File: src/rtl/shifter_pkg.sv
// Shared definitions for the shift/normalize datapath: FSM encoding,
// direction constants and default operand geometry.
package shifter_pkg;

    localparam int DEF_WIDTH = 64;
    localparam int DEF_STEPS = 6;
    localparam int DEF_CNT_W = 7;

    localparam logic DIR_LEFT  = 1'b0;
    localparam logic DIR_RIGHT = 1'b1;

    typedef enum logic [1:0] {
        IDLE = 2'd0,
        RUN  = 2'd1,
        DONE = 2'd2
    } norm_state_t;

endpackage

File: src/rtl/norm_step.sv
// One binary-search step of the normalizer: test a 2^k-bit window at the
// leading (left) or trailing (right) end and shift it out if it is all zero.
module norm_step
    import shifter_pkg::*;
#(
    parameter int WIDTH = DEF_WIDTH,
    parameter int K_W   = $clog2($clog2(DEF_WIDTH))
) (
    input  logic [WIDTH-1:0] work,
    input  logic             dir,
    input  logic [K_W-1:0]   k,
    output logic [WIDTH-1:0] next,
    output logic             shifted
);

    localparam int SH_W = $clog2(WIDTH) + 1;

    logic [SH_W-1:0]  shamt_s;
    logic [WIDTH-1:0] hi_mask_s;
    logic [WIDTH-1:0] lo_mask_s;

    // Window test and conditional logical shift for the current step
    always_comb begin
        shamt_s   = SH_W'(1) << k;
        hi_mask_s = ~({WIDTH{1'b1}} >> shamt_s);
        lo_mask_s = ~({WIDTH{1'b1}} << shamt_s);
        shifted   = 1'b0;
        next      = work;
        if (dir == DIR_LEFT) begin
            shifted = ((work & hi_mask_s) == {WIDTH{1'b0}});
            if (shifted) begin
                next = work << shamt_s;
            end else begin
                next = work;
            end
        end else begin
            shifted = ((work & lo_mask_s) == {WIDTH{1'b0}});
            if (shifted) begin
                next = work >> shamt_s;
            end else begin
                next = work;
            end
        end
    end

endmodule

File: src/rtl/shift_normalizer.sv
// Multi-cycle leading/trailing zero counter and normalizer. A fixed
// STEPS-cycle binary search runs between a valid/ready input and output.
module shift_normalizer
    import shifter_pkg::*;
#(
    parameter int WIDTH = DEF_WIDTH,
    parameter int STEPS = DEF_STEPS,
    parameter int CNT_W = DEF_CNT_W
) (
    input  logic             clk,
    input  logic             rst_n,
    input  logic             in_valid,
    output logic             in_ready,
    input  logic [WIDTH-1:0] in_data,
    input  logic             in_dir,
    output logic             out_valid,
    input  logic             out_ready,
    output logic [WIDTH-1:0] out_data,
    output logic [CNT_W-1:0] out_count,
    output logic             out_zero
);

    localparam int K_W = $clog2(STEPS);

    norm_state_t      state_r;
    norm_state_t      state_nxt_s;
    logic [K_W-1:0]   step_r;
    logic [WIDTH-1:0] work_r;
    logic             dir_r;
    logic [CNT_W-1:0] count_r;
    logic             zero_r;
    logic             in_ready_r;
    logic             out_valid_r;
    logic [WIDTH-1:0] out_data_r;
    logic [CNT_W-1:0] out_count_r;
    logic             out_zero_r;

    logic [WIDTH-1:0] step_next_s;
    logic             shifted_s;
    logic [CNT_W-1:0] weight_s;
    logic [CNT_W-1:0] count_next_s;
    logic             accept_s;
    logic             finish_s;

    norm_step #(
        .WIDTH (WIDTH),
        .K_W   (K_W)
    ) u_step (
        .work    (work_r),
        .dir     (dir_r),
        .k       (step_r),
        .next    (step_next_s),
        .shifted (shifted_s)
    );

    // Step bookkeeping and next-state decode
    always_comb begin
        weight_s     = CNT_W'(1) << step_r;
        count_next_s = count_r;
        accept_s     = 1'b0;
        finish_s     = 1'b0;
        state_nxt_s  = state_r;
        if (shifted_s) begin
            count_next_s = count_r + weight_s;
        end else begin
            count_next_s = count_r;
        end
        case (state_r)
            IDLE: begin
                accept_s = in_valid;
                if (in_valid) begin
                    state_nxt_s = RUN;
                end else begin
                    state_nxt_s = IDLE;
                end
            end
            RUN: begin
                finish_s = (step_r == {K_W{1'b0}});
                if (finish_s) begin
                    state_nxt_s = DONE;
                end else begin
                    state_nxt_s = RUN;
                end
            end
            DONE: begin
                if (out_ready) begin
                    state_nxt_s = IDLE;
                end else begin
                    state_nxt_s = DONE;
                end
            end
            default: begin
                state_nxt_s = IDLE;
            end
        endcase
    end

    // State register and handshake flags, registered from the next state
    always_ff @(posedge clk or negedge rst_n) begin
        if (!rst_n) begin
            state_r     <= IDLE;
            in_ready_r  <= 1'b1;
            out_valid_r <= 1'b0;
        end else begin
            state_r     <= state_nxt_s;
            in_ready_r  <= (state_nxt_s == IDLE);
            out_valid_r <= (state_nxt_s == DONE);
        end
    end

    // Search datapath: operand capture and one window step per RUN cycle
    always_ff @(posedge clk or negedge rst_n) begin
        if (!rst_n) begin
            step_r  <= {K_W{1'b0}};
            work_r  <= {WIDTH{1'b0}};
            dir_r   <= 1'b0;
            count_r <= {CNT_W{1'b0}};
            zero_r  <= 1'b0;
        end else if (accept_s) begin
            step_r  <= K_W'(STEPS - 1);
            work_r  <= in_data;
            dir_r   <= in_dir;
            count_r <= {CNT_W{1'b0}};
            zero_r  <= (in_data == {WIDTH{1'b0}});
        end else if (state_r == RUN) begin
            work_r  <= step_next_s;
            count_r <= count_next_s;
            if (!finish_s) begin
                step_r <= step_r - K_W'(1);
            end
        end
    end

    // Result registers load only on entry to DONE; the all-zero operand
    // would otherwise report WIDTH-1, so it is overridden here.
    always_ff @(posedge clk or negedge rst_n) begin
        if (!rst_n) begin
            out_data_r  <= {WIDTH{1'b0}};
            out_count_r <= {CNT_W{1'b0}};
            out_zero_r  <= 1'b0;
        end else if (finish_s) begin
            out_zero_r <= zero_r;
            if (zero_r) begin
                out_data_r  <= {WIDTH{1'b0}};
                out_count_r <= CNT_W'(WIDTH);
            end else begin
                out_data_r  <= step_next_s;
                out_count_r <= count_next_s;
            end
        end
    end

    assign in_ready  = in_ready_r;
    assign out_valid = out_valid_r;
    assign out_data  = out_data_r;
    assign out_count = out_count_r;
    assign out_zero  = out_zero_r;

endmodule
File: config.mk
export PLATFORM = sky130hd
export DESIGN_NAME = shift_normalizer
export DESIGN_NICKNAME = d
export VERILOG_FILES = /design/src/rtl/shifter_pkg.sv /design/src/rtl/norm_step.sv /design/src/rtl/shift_normalizer.sv
export SDC_FILE = /design/constraint.sdc
export NUM_CORES = 1
export LEC_CHECK = 0
export ABC_AREA = 1
export BUFFER_PORTS_ARGS = -buffer_cell sky130_fd_sc_hd__buf_2
export CORE_ASPECT_RATIO = 0.75
export CORE_UTILIZATION = 41
export CTS_CLUSTER_SIZE = 24
export DETAILED_ROUTE_END_ITERATION = 8
export SLEW_MARGIN = 20
export SYNTH_ARGS = -nofsm -noshare
export SYNTH_HDL_FRONTEND = slang
export SYNTH_SLANG_ARGS = --single-unit
File: constraint.sdc
create_clock -name clk -period 3.67 [get_ports clk]
set_clock_uncertainty 0.2 [all_clocks]
set_input_delay 1.101 -clock clk [delete_from_list [all_inputs] [get_ports clk]]
set_output_delay 1.101 -clock clk [all_outputs]
set_load 0.02 [all_outputs]
==> out/metrics.json, run 1 <==
{
  "synth.distinct_cells": {"value": 44},
  "detailed_place_hpwl": {"value": 75400, "unit": "um"},
  "num_rows": {"value": 63},
  "layout_setup_ws": {"value": -0.0261, "unit": "ns"},
  "critical_path.cell_chain": {"value": "inv_1 -> ha_2 -> buf_4 -> nand2_4 -> buf_12 -> buf_4 -> buf_4 -> nand3_1 -> nand3_1 -> nand3_1 -> nand3_1 -> nand2_1 -> a21oi_1 -> nand2_1 -> nand3_1 -> nand2_1 -> nand2_1"},
  "ctsHtreeMaxLevel": {"value": 4},
  "edff_count_synth": {"value": 0},
  "cp_max_fo": {"value": 25},
  "worstPathBufferInverterCount": {"value": 5},
  "synth_largest_type_area_fraction": {"value": 0.290},
  "synth_seq_area_share": {"value": 0.225},
  "clkSinkCount": {"value": 152},
  "grt_start_max_net_pins": {"value": 110},
  "chipWidth": {"value": 236, "unit": "um"},
  "top_usage_layer": {"value": "met2"},
  "detailroute.via_count": {"value": 23500},
  "timing.rr.start": {"value": "step_r[1]$_DFFE_PN0P_"},
  "total_area_of_sequential_cells": {"value": 3810, "unit": "um^2"},
  "synth.avg_cell_area": {"value": 5.62, "unit": "um^2"},
  "yosysWarnings": {"value": 0},
  "postSynthNetCount": {"value": 3085},
  "first_global_vias": {"value": 20900},
  "hold_viol": {"value": 0},
  "post_route_cells_drive_above_1_share": {"value": 0.126},
  "ctsLongestPathBuffers": {"value": 2},
  "grt_use_met1": {"value": 0.622},
  "fin_cells": {"value": 3645},
  "crit_path_max_incr_delay": {"value": 0.44, "unit": "ns"},
  "yosys.cell_count.top_type": {"value": "sky130_fd_sc_hd__nand3_1"},
  "worst_pin_slew": {"value": 0.943, "unit": "ns"},
  "path_class": {"value": "reg2reg"},
  "global_route.overflow_total": {"value": 0},
  "startpoint_of_the_most_critical_setup_path": {"value": "step_r[1]$_DFFE_PN0P_"},
  "setup-violations-final": {"value": 2},
  "cts_tree": {"value": "yes"},
  "highest_clock_frequency_the_design_can_meet": {"value": 0.271, "unit": "GHz"},
  "drt_drc_violations_left": {"value": 0},
  "portion_of_the_clock_cycle_consumed_by_the_worst_path_in_the_final_layout": {"value": 1.01},
  "die_area": {"value": 42000, "unit": "um^2"},
  "met3_usage": {"value": 0.117},
  "timing.max_cap.violations": {"value": 0},
  "startpoint_type": {"value": "flop"},
  "worst_hold_startpoint": {"value": "out_data[59]$_DFFE_PN0P_"},
  "critical_path.top_delay_family": {"value": "simple AND/OR/NAND/NOR gates"},
  "detail_route.wirelength": {"value": 97400, "unit": "um"},
  "netlist_top_cells_count": {"value": "sky130_fd_sc_hd__nand3_1, sky130_fd_sc_hd__nand2_1, sky130_fd_sc_hd__inv_1"},
  "netlist_area_before_placement": {"value": 16900, "unit": "um^2"},
  "rsz0062_at_grt": {"value": "yes"},
  "grt.total_usage": {"value": 0.452},
  "netlist_instances": {"value": 3006},
  "clkTransAtPathRegs": {"value": 0.07, "unit": "ns"},
  "clock_latency": {"value": 0.45, "unit": "ns"},
  "status": {"value": "finished with violations"},
  "yosysTopAreaCell": {"value": "sky130_fd_sc_hd__nand3_1"},
  "synthToLayoutAreaGrowth": {"value": 15.0, "unit": "%"},
  "start_util": {"value": 0.422},
  "drt_pre_antenna_iters": {"value": 7},
  "cts-root-buf": {"value": "sky130_fd_sc_hd__clkbuf_16"},
  "antenna_found_initial": {"value": 8},
  "boundaryPins": {"value": 143},
  "drt_iter0_drc": {"value": 3984},
  "wire_per_inst": {"value": 26.7, "unit": "um"},
  "violations": {"value": "negative setup slack"},
  "finalNetCount": {"value": 3189},
  "post-route-min-period": {"value": 3.70, "unit": "ns"},
  "multi_input_comb_area": {"value": 11400, "unit": "um^2"},
  "crit_path_top_delay_cell": {"value": "sky130_fd_sc_hd__a21oi_1"},
  "timing.max_slew.rel_slack": {"value": 0.371},
  "filler_cell_count": {"value": 4374},
  "port_buffers": {"value": 142},
  "synth_flop_cell": {"value": "sky130_fd_sc_hd__dfrtp_1"},
  "cts_buffers": {"value": 17},
  "ant_nets": {"value": 0},
  "avgViaCountPerCell": {"value": 6.44},
  "crit_path_frequent_cell": {"value": "sky130_fd_sc_hd__nand3_1"},
  "cp_data_required_time": {"value": 3.86, "unit": "ns"},
  "worst-endpoint-arrival": {"value": 3.89, "unit": "ns"},
  "postSynthRegisterBits": {"value": 152},
  "finalMaxSlewViolations": {"value": 0},
  "netlist_top_cells_area": {"value": "sky130_fd_sc_hd__nand3_1, sky130_fd_sc_hd__dfrtp_1, sky130_fd_sc_hd__nand2_1"},
  "routabilityCongestion": {"value": 1.12},
  "async_flop_share": {"value": 1.00},
  "holdCritPathClass": {"value": "reg2reg"},
  "dpl.cell_count": {"value": 3602},
  "die_h": {"value": 178, "unit": "um"},
  "fp.coreArea": {"value": 40000, "unit": "um^2"},
  "worst_setup_path_end_kind": {"value": "flop"},
  "reg2reg_slack": {"value": -0.03, "unit": "ns"},
  "grt_pass1_wl": {"value": 139000, "unit": "um"},
  "met2_usage": {"value": 0.642}
}
==> final timing paths <==
path,end,cells past startpoint
worst max-delay path,work_r[42]$_DFFE_PN0P_,17
worst min-delay path,out_data[59]$_DFFE_PN0P_,2
worst max register to register,work_r[42]$_DFFE_PN0P_,17
worst min register to register,out_data[59]$_DFFE_PN0P_,2
max in group asynchronous,state_r[0]$_DFF_PN0_,2
min in group asynchronous,work_r[23]$_DFFE_PN0P_,1
==> cell type report <==
| type | count | share of cell area |
|---|---|---|
| antenna | 2 | 0.000258 |
| clock buffer | 18 | 0.0226 |
| clock inverter | 14 | 0.00709 |
| inverter | 230 | 0.0449 |
| multi-input combinational | 2419 | 0.587 |
| sequential | 152 | 0.196 |
| tap | 520 | 0.0335 |
| timing repair buffer | 290 | 0.109 |
==> registers in the layout (all words and copies together) (netlist names) <==
signal and cells:
count_r 7, dir_r 1, in_ready 1, out_count 7
out_data 64, out_valid 1, out_zero 1, state_r 2
step_r 3, work_r 64, zero_r 1
==> tightest hold or removal path: cells and delay by family, from the launching register on <==
kind	cells	cell delay (ns)
and+or+nand+nor	2	0.10
DFF	1	0.34
==> routing by layer <==
layer  share of wire  vias to the layer above
met5         0.00028                        -
met2            0.40                     1746
li1                -                    10300
met1            0.41                    11100
met3            0.13                      279
met4           0.061                        4
==> cells in the final DEF, fill, tap and decap left out, types with 6 or more instances in the layout <==
cell	Yosys	routed
sky130_fd_sc_hd__nor2_1	100	94
sky130_fd_sc_hd__nand3_1	977	977
sky130_fd_sc_hd__o21ai_1	6	6
sky130_fd_sc_hd__nor4_1	10	10
sky130_fd_sc_hd__nand4_1	69	69
sky130_fd_sc_hd__buf_2	40	141
sky130_fd_sc_hd__o211ai_1	6	6
sky130_fd_sc_hd__inv_1	217	214
sky130_fd_sc_hd__inv_2	7	8
sky130_fd_sc_hd__nor2_4	2	7
sky130_fd_sc_hd__buf_12	0	20
sky130_fd_sc_hd__buf_4	1	126
sky130_fd_sc_hd__o22ai_1	37	37
sky130_fd_sc_hd__o21ai_0	82	82
sky130_fd_sc_hd__clkbuf_16	0	19
sky130_fd_sc_hd__dfrtp_1	151	149
sky130_fd_sc_hd__inv_6	1	6
sky130_fd_sc_hd__nand2_2	18	18
sky130_fd_sc_hd__a21oi_1	84	83
sky130_fd_sc_hd__nand2_1	955	953
sky130_fd_sc_hd__nand3_2	13	13
sky130_fd_sc_hd__nor3_1	13	13
sky130_fd_sc_hd__ha_1	10	8
sky130_fd_sc_hd__xor2_1	6	6
==> stage by stage <==
stage	setup WS (ns)	cell area (um^2)	hold slack [ns]	utilization	setup TNS [ns]
final	-0.0261	19400	0.277	0.485	-0.0349
after global routing	-0.0497	19400	0.298	0.485	-0.0709
after CTS	0.0837	19300	0.278	0.481	0
after detailed placement	0.106	18700	0.261	0.467	0
after global placement	0.141	18700	0.259	0.467	0
after floorplan	0.888	16900	0.247	-	0
==> logic make-up after synthesis <==
kind of cell | share of synthesized area
simple gates | 0.586
flops | 0.225
xor+xnor | 0.00311
buf+inv | 0.105
compound gates | 0.0732
fa+ha+maj | 0.00741
==> repair_timing <==
item	CTS	global route
hold buffers	0	0
setup endpoints to repair	0	115
buffers inserted	0	7
gates resized for setup	0	10
endpoints found under the hold margin	0	0
Power of run 1 is left out: the tool's default activity adds up to more than one toggle a clock period on the data nets, which glitch-free logic cannot reach.
==> run 2: changes to the inputs <==
--- a/config.mk
+++ b/config.mk
@@ -11,6 +11,7 @@
 export CORE_UTILIZATION = 41
 export CTS_CLUSTER_SIZE = 24
 export DETAILED_ROUTE_END_ITERATION = 8
+export HOLD_SLACK_MARGIN = 0.15
 export SLEW_MARGIN = 20
 export SYNTH_ARGS = -nofsm -noshare
 export SYNTH_HDL_FRONTEND = slang
==> constraint.sdc (replaced) <==
create_clock -name clk -period 3.76 [get_ports clk]
set_clock_uncertainty 0.2 [all_clocks]
set_input_delay 1.128 -clock clk [delete_from_list [all_inputs] [get_ports clk]]
set_output_delay 1.128 -clock clk [all_outputs]
set_load 0.02 [all_outputs]
==> out/metrics.json, run 2 (same netlist as run 1, synthesis figures left out) <==
{
  "status": {"value": "finished clean"},
  "avgViaCountPerCell": {"value": 6.47},
  "grt.total_usage": {"value": 0.453},
  "layout_setup_ws": {"value": 0.0912, "unit": "ns"},
  "ant_nets": {"value": 0},
  "worst_setup_path_end_kind": {"value": "flop"},
  "routabilityCongestion": {"value": 1.14},
  "filler_cell_count": {"value": 4447},
  "drt_drc_violations_left": {"value": 0},
  "drt_pre_antenna_iters": {"value": 7},
  "chipWidth": {"value": 236, "unit": "um"},
  "antenna_found_initial": {"value": 4},
  "hold_viol": {"value": 0},
  "finalNetCount": {"value": 3136},
  "setup-violations-final": {"value": 0},
  "clkSinkCount": {"value": 152},
  "final_cell_area": {"value": 19000, "unit": "um^2"},
  "startpoint_type": {"value": "flop"},
  "wire_per_inst": {"value": 27.0, "unit": "um"},
  "worst_pin_slew": {"value": 0.925, "unit": "ns"},
  "layout_commonest_cell": {"value": "sky130_fd_sc_hd__nand3_1"},
  "portion_of_the_clock_cycle_consumed_by_the_worst_path_in_the_final_layout": {"value": 0.976},
  "post_route_cells_drive_above_1_share": {"value": 0.110},
  "timing.rr.start": {"value": "step_r[1]$_DFFE_PN0P_"},
  "highest_clock_frequency_the_design_can_meet": {"value": 0.273, "unit": "GHz"},
  "global_route.overflow_total": {"value": 0},
  "first_global_vias": {"value": 20700},
  "ctsLongestPathBuffers": {"value": 2},
  "die_h": {"value": 178, "unit": "um"},
  "post-place-ws": {"value": 0.133, "unit": "ns"},
  "cts-root-buf": {"value": "sky130_fd_sc_hd__clkbuf_16"},
  "path_class": {"value": "reg2reg"},
  "holdCritPathClass": {"value": "reg2reg"},
  "cts_buffers": {"value": 17},
  "clock_latency": {"value": 0.45, "unit": "ns"},
  "totalNegativeSetupSlack": {"value": 0, "unit": "ns"},
  "cp_max_fo": {"value": 49},
  "multi_input_comb_area": {"value": 11400, "unit": "um^2"},
  "drt_iter0_drc": {"value": 4492},
  "detailroute.via_count": {"value": 23200},
  "die_area": {"value": 42000, "unit": "um^2"},
  "detailed_place_hpwl": {"value": 75400, "unit": "um"},
  "clkTransAtPathRegs": {"value": 0.07, "unit": "ns"},
  "post-route-min-period": {"value": 3.67, "unit": "ns"},
  "dpl-instance-area": {"value": 18300, "unit": "um^2"},
  "total_area_of_sequential_cells": {"value": 3810, "unit": "um^2"},
  "synthToLayoutAreaGrowth": {"value": 12.5, "unit": "%"},
  "startpoint_of_the_most_critical_setup_path": {"value": "step_r[1]$_DFFE_PN0P_"},
  "fp.coreArea": {"value": 40000, "unit": "um^2"},
  "num_rows": {"value": 63},
  "worst_hold_startpoint": {"value": "out_data[15]$_DFFE_PN0P_"},
  "timing.max_cap.violations": {"value": 0},
  "hold-worst-slack": {"value": 0.274, "unit": "ns"},
  "boundaryPins": {"value": 143},
  "layout.cells.most_common_list": {"value": "sky130_fd_sc_hd__nand3_1, sky130_fd_sc_hd__nand2_1, sky130_fd_sc_hd__inv_1, sky130_fd_sc_hd__dfrtp_1, sky130_fd_sc_hd__buf_2"},
  "ctsHtreeMaxLevel": {"value": 4},
  "port_buffers": {"value": 142},
  "detail_route.wirelength": {"value": 97000, "unit": "um"},
  "finalMaxSlewViolations": {"value": 0},
  "timing.max_slew.rel_slack": {"value": 0.383},
  "grt_pass1_wl": {"value": 140000, "unit": "um"},
  "cts_tree": {"value": "yes"},
  "cp_data_required_time": {"value": 3.95, "unit": "ns"},
  "grt_start_max_net_pins": {"value": 111},
  "worst-endpoint-arrival": {"value": 3.86, "unit": "ns"},
  "start_util": {"value": 0.422},
  "postCtsHoldBufs": {"value": 0}
}
-- run 2: area by class of cell --
cell class	instances	area share
Sequential cell	152	0.201
Multi-Input combinational cell	2420	0.600
Clock inverter	11	0.00771
Clock buffer	21	0.0237
Tap cell	520	0.0343
Inverter	230	0.0458
Timing Repair Buffer	236	0.0881
Antenna cell	1	0.000132
-- run 2: path summary, 6_finish.rpt --
check	to	slack [ns]	depth (start not counted)
setup / recovery	work_r[19]$_DFFE_PN0P_	0.09	16
hold / removal	out_data[15]$_DFFE_PN0P_	0.27	2
setup reg to reg	work_r[19]$_DFFE_PN0P_	0.09	16
hold reg to reg	out_data[15]$_DFFE_PN0P_	0.27	2
max in group asynchronous	step_r[2]$_DFFE_PN0P_	2.15	2
min in group asynchronous	work_r[19]$_DFFE_PN0P_	0.44	1
-- run 2: critical path, stage by stage, from the launching register on --
cell and delay (ns):
sky130_fd_sc_hd__dfrtp_1 0.40, sky130_fd_sc_hd__inv_1 0.13, sky130_fd_sc_hd__ha_1 0.30, sky130_fd_sc_hd__buf_4 0.20, sky130_fd_sc_hd__inv_1 0.07, sky130_fd_sc_hd__nor2_4 0.31
sky130_fd_sc_hd__buf_12 0.29, sky130_fd_sc_hd__nand3_1 0.14, sky130_fd_sc_hd__nand3_1 0.11, sky130_fd_sc_hd__nand3_1 0.15, sky130_fd_sc_hd__nand3_1 0.28, sky130_fd_sc_hd__nand2_1 0.11
sky130_fd_sc_hd__a21oi_1 0.28, sky130_fd_sc_hd__nand3_1 0.22, sky130_fd_sc_hd__nand3_1 0.22, sky130_fd_sc_hd__nand2_1 0.06, sky130_fd_sc_hd__nand2_1 0.08
-- run 2: through the flow --
stage / utilization / cells
floorplan: - / 3006
finish: 0.474 / 3591
detailed placement: 0.457 / 3551
CTS: 0.471 / 3583
global placement: 0.457 / 3551
global route: 0.474 / 3590
-- run 2: layer usage --
layer / share of wire / vias up / global-route usage
li1: - / 10200 / -
met1: 0.41 / 10900 / 0.629
met2: 0.40 / 1854 / 0.644
met3: 0.13 / 282 / 0.117
met4: 0.056 / 2 / 0.225
met5: 0.00019 / - / 0
-- run 2: repair_timing --
item,CTS,global route
setup buffers,0,5
gates resized for setup,0,10
setup endpoints to repair,0,101
Power of run 2 is left out for the same reason.
